$ cat config.mk
export PLATFORM = sky130hd
export DESIGN_NAME = mem_port_arbiter
export DESIGN_NICKNAME = d
export VERILOG_FILES = /design/src/rtl/mem_port_arbiter.sv
export SDC_FILE = /design/constraint.sdc
export NUM_CORES = 1
export LEC_CHECK = 0
export ABC_AREA = 1
export ABC_CLOCK_PERIOD_IN_PS = 4000
export CORE_ASPECT_RATIO = 1.1
export CORE_MARGIN = 2
export CORE_UTILIZATION = 67
export DETAILED_ROUTE_END_ITERATION = 6
export DONT_BUFFER_PORTS = 1
export HOLD_SLACK_MARGIN = 0.08
export PLACE_DENSITY_LB_ADDON = 0.3
export SLEW_MARGIN = 10
export SYNTH_ARGS = -nofsm -noshare
export SYNTH_HDL_FRONTEND = slang
export SYNTH_SLANG_ARGS = --single-unit
export TNS_END_PERCENT = 100
$ cat constraint.sdc
create_clock -name Clock -period 4 [get_ports Clock]
set_input_delay 0.6 -clock Clock [delete_from_list [all_inputs] [get_ports Clock]]
set_output_delay 0.6 -clock Clock [all_outputs]
set_load 0.02 [all_outputs]
$ cat src/rtl/mem_port_arbiter.sv
// Two-requester arbiter (instruction fetch, data load/store) onto one single-port memory.
// Data wins unless instruction has been starved STARVE_LIMIT cycles; reads return 2 cycles after grant.
module mem_port_arbiter #(
    parameter int WORD_SIZE    = 16,
    parameter int STARVE_LIMIT = 4
) (
    input  logic                 Clock,
    input  logic                 Reset,
    input  logic [WORD_SIZE-1:0] InstrAddr,
    input  logic                 InstrRead,
    output logic [WORD_SIZE-1:0] InstrIn,
    output logic                 InstrValid,
    output logic                 InstrWaitreq,
    input  logic [WORD_SIZE-1:0] DataAddr,
    input  logic [WORD_SIZE-1:0] DataOut,
    input  logic                 ReadData,
    input  logic                 WriteData,
    output logic [WORD_SIZE-1:0] DataIn,
    output logic                 DataValid,
    output logic                 DataWaitreq,
    output logic [WORD_SIZE-1:0] MemAddr,
    output logic [WORD_SIZE-1:0] MemWdata,
    output logic                 MemRden,
    output logic                 MemWren,
    input  logic [WORD_SIZE-1:0] MemRdata
);
    localparam int CW = $clog2(STARVE_LIMIT + 1);
    localparam logic [CW-1:0] LIMIT = CW'(STARVE_LIMIT);

    logic [CW-1:0]        starve_q, starve_d;
    logic                 tag_i_q, tag_d_q;
    logic [WORD_SIZE-1:0] instr_in_q, data_in_q;
    logic                 instr_valid_q, data_valid_q;

    logic data_req, grant_i, grant_d;

    always_comb begin
        data_req = ReadData | WriteData;
        // Grants are suppressed while Reset is high so nothing can be tagged mid-reset.
        grant_i  = InstrRead & (~data_req | (starve_q == LIMIT)) & ~Reset;
        grant_d  = data_req & ~grant_i & ~Reset;

        InstrWaitreq = InstrRead & ~grant_i;
        DataWaitreq  = data_req & ~grant_d;

        MemAddr  = '0;
        MemWdata = '0;
        MemRden  = 1'b0;
        MemWren  = 1'b0;
        if (grant_i) begin
            MemAddr = InstrAddr;
            MemRden = 1'b1;
        end else if (grant_d) begin
            MemAddr = DataAddr;
            if (WriteData) begin
                MemWdata = DataOut;
                MemWren  = 1'b1;
            end else begin
                MemRden = 1'b1;
            end
        end

        starve_d = starve_q;
        if (!InstrRead || grant_i)
            starve_d = '0;
        else if (starve_q != LIMIT)
            starve_d = starve_q + CW'(1);
    end

    always_ff @(posedge Clock or posedge Reset) begin
        if (Reset) begin
            starve_q      <= '0;
            tag_i_q       <= 1'b0;
            tag_d_q       <= 1'b0;
            instr_in_q    <= '0;
            data_in_q     <= '0;
            instr_valid_q <= 1'b0;
            data_valid_q  <= 1'b0;
        end else begin
            starve_q      <= starve_d;
            tag_i_q       <= grant_i;
            tag_d_q       <= grant_d & ~WriteData;
            instr_valid_q <= tag_i_q;
            data_valid_q  <= tag_d_q;
            if (tag_i_q)
                instr_in_q <= MemRdata;
            if (tag_d_q)
                data_in_q <= MemRdata;
        end
    end

    assign InstrIn    = instr_in_q;
    assign InstrValid = instr_valid_q;
    assign DataIn     = data_in_q;
    assign DataValid  = data_valid_q;
endmodule

==> flow_metrics.env <==
export IMPL_synthTopCellsByCount="nand2_1, dfrtp_1, mux2_2, nand3_1, nor2_2"
export IMPL_whs_ps=323.2
export IMPL_maxSlewHeadroom_pct=52.15
export IMPL_maxCapViolations=0
export IMPL_cts_buffers_inserted=5
export IMPL_instances_no_fill=222
export IMPL_min_path_type="input port to flop"
export IMPL_synth_nets=262
export IMPL_fin_crit_ps=2759
export IMPL_synth_distinct_cells=21
export IMPL_h_tree_depth=2
export IMPL_clk_path_buf_depth=2
export IMPL_grt_overflow_total=0
export IMPL_synth_warnings=0
export IMPL_wl_um=3947
export IMPL_netlist_instances=191
export IMPL_fp_coreArea_mm2=0.002753
export IMPL_via_per_inst=5.932
export IMPL_cp_data_arrival_time_ps=2160
export IMPL_synth_most_common_cell="nand2_1"
export IMPL_p_seq_share_pct=63.1
export IMPL_first_global_vias=1227
export IMPL_dp_cells=215
export IMPL_ys_seq_area_share_pct=51.08
export IMPL_clkSinkCount=39
export IMPL_fillers=208
export IMPL_design_die_area_mm2=0.003295
export IMPL_synth_top_family_by_area="simple AND/OR/NAND/NOR gates"
export IMPL_tns_ps=0
export IMPL_total_power_mw=1.012
export IMPL_synthArstFlopShare_pct=100.0
export IMPL_p_sw_mw=0.3741
export IMPL_synth_seq_cells=39
export IMPL_synth_fa_ha_area_share_pct=1.310
export IMPL_setup_viol=0
export IMPL_drt_iter0_drc=38
export IMPL_pwr_share_clk_pct=19.4
export IMPL_synth_main_ff_cell="dfrtp_1"
export IMPL_track_usage_pct=23.09
export IMPL_clock_latency_ps=330
export IMPL_synth_area_mm2=0.001911
export IMPL_power_leakage_nw=0.9196
export IMPL_end_kind="primary output"
export IMPL_dpl_cell_area_mm2=0.001901
export IMPL_tightestPinTransition_ps=717.8
export IMPL_synth_compound_area_share_pct=2.554
export IMPL_dpl_hpwl_um=3097
export IMPL_path_max_fanout=18
export IMPL_area_growth_pct=2.423
export IMPL_initial_utilization_pct=69.41
export IMPL_synth_edf_count=0
export IMPL_cts_setup_buffers=0
export IMPL_routedWlPerCell_um=17.78
export IMPL_path_cells="inv_1, ha_1, nand2_2, inv_2, a21oi_4, nand2_4, nor2_1"
export IMPL_num_rows=20
export IMPL_cts_resized=0
export IMPL_internal_power_mw=0.6381
export IMPL_cp_required_ps=3400
export IMPL_cts_tree="built"
export IMPL_synth_mux_area_share_pct=18.86
export IMPL_ir_worst_vdd_mv=0.3701
export IMPL_num_antenna_cells=0
export IMPL_synth_largest_area_cell="dfrtp_1"
export IMPL_die_h_um=60.01
export IMPL_antenna_found_initial=0
export IMPL_firstDrtPassIters=4
export IMPL_p_comb_share_pct=17.5
export IMPL_grt_pass1_wl_um=5368
export IMPL_stdcell_area_mm2=0.001957
export IMPL_yosys_area_top_type_share_pct=51.08
export IMPL_ioPinCount=139
export IMPL_drc_errors=0
export IMPL_switching_share_pct=36.96
export IMPL_start_kind="flop"
export IMPL_status="complete, no violations"
export IMPL_grt_max_degree=40
export IMPL_clockRootBuffer="clkbuf_4"
export IMPL_slew_viol_final=0
export IMPL_syn_avg_cell_area_um2=10.00
export IMPL_nNetsFinal=260
export IMPL_ant_nets=0
export IMPL_rsz0062_at_grt="no"
export IMPL_vias=1317
export IMPL_dieWidth_um=54.92
export IMPL_synth_area_top_cells="dfrtp_1, mux2_2, nand2_1"
export IMPL_synthSimpleGateAreaFrac_pct=21.09
export IMPL_synth_xor_area_share_pct=0.4584
export IMPL_fmax_mhz=362.5
export IMPL_final_hold_viol_count=0
export IMPL_cpMaxStageDelayCell="dfrtp_1"
export IMPL_gp_congestion=0.7085
export IMPL_critPathKind="flop to primary output"
export IMPL_cts_hold_buf=0
export IMPL_drive_gt1_share_pct=30.16
export IMPL_path_clk_slew_ps=100
export IMPL_fin_crit_sh_pct=68.97
export IMPL_port_buffers=0
export IMPL_critPathMaxStageDelay_ps=390
export IMPL_power_density_mw_per_mm2=517.3
export IMPL_fin_skew_ps=7.024
## flip-flops by register name, indices dropped and copies added, names as in the netlist
signal      flops
DataValid       1
starve_q        3
DataIn         16
tag_i_q         1
InstrValid      1
tag_d_q         1
InstrIn        16
## layout by cell type, fill, tap and decap left out, drive strengths merged
| cell | n |
|---|---|
| buf | 1 |
| nand3 | 16 |
| mux2 | 32 |
| nor2 | 20 |
| xnor2 | 1 |
| a21oi | 5 |
| ha | 2 |
| dfrtp | 39 |
| o21ai | 1 |
| o31ai | 1 |
| clkbuf | 6 |
| clkinv | 1 |
| nand2 | 56 |
| inv | 8 |
## cell type report
type / instances / area [µm²] / share of cell area [%]
clock inverters: 1 / 5.005 / 0.2558
multi-input cells: 134 / 845.8 / 43.22
inverters: 8 / 30.03 / 1.535
clock buffers: 6 / 51.30 / 2.621
repair buffers: 1 / 7.507 / 0.3836
flip-flops and latches: 39 / 975.9 / 49.87
well taps: 33 / 41.29 / 2.110
## cell families after synthesis
| family | Yosys count |
|---|---|
| mux | 32 |
| compound gates | 7 |
| buf+inv | 18 |
| simple gates | 92 |
| flops | 39 |
| xor+xnor | 1 |
| fa+ha+maj | 2 |
## worst paths after layout
path                       slack (ps)           to   startpoint  depth (start not counted)
min                               320      tag_d_q    WriteData                          1
max                              1240      MemWren  starve_q[0]                          7
min in group asynchronous         530   InstrIn[6]        Reset                          2
max reg2reg                      2340      tag_d_q  starve_q[0]                          7
min reg2reg                       580  starve_q[0]  starve_q[0]                          2
max in group asynchronous        3130      tag_d_q        Reset                          2
## power groups by stage
stage / combinational, mW / clock [mW] / sequential, mW
after floorplan: 0.167 / 0 / 0.621
after global placement: 0.168 / 0 / 0.639
after detailed placement: 0.181 / 0 / 0.649
after CTS: 0.181 / 0.203 / 0.640
after global routing: 0.194 / 0.223 / 0.652
final: 0.177 / 0.196 / 0.638
## per-stage QoR
stage                     setup slack [ps]  utilization, %
final                                 1241           71.09
after detailed placement              1595           69.05
after CTS                             1207           71.09
after global placement                1686           69.05
after global routing                  1062           71.09
after floorplan                      844.7               -
## layer usage
| layer | up-vias | global-route usage, % | routed length [µm] |
|---|---|---|---|
| met5 | - | 0 | 0 |
| met4 | 0 | 10.45 | 57 |
| met2 | 94 | 42.69 | 2066 |
| met3 | 7 | 5.250 | 475 |
| met1 | 601 | 23.89 | 1347 |
| li1 | 615 | - | - |
## worst max-delay path, delay by kind of cell, from the launching register on
family / cells / cell delay [ps]
simple gates: 3 / 720
flops: 1 / 390
compound gates: 1 / 380
fa+ha+maj: 1 / 200
buf+inv: 2 / 140
Note: power is estimated with default switching activity, not from simulation.
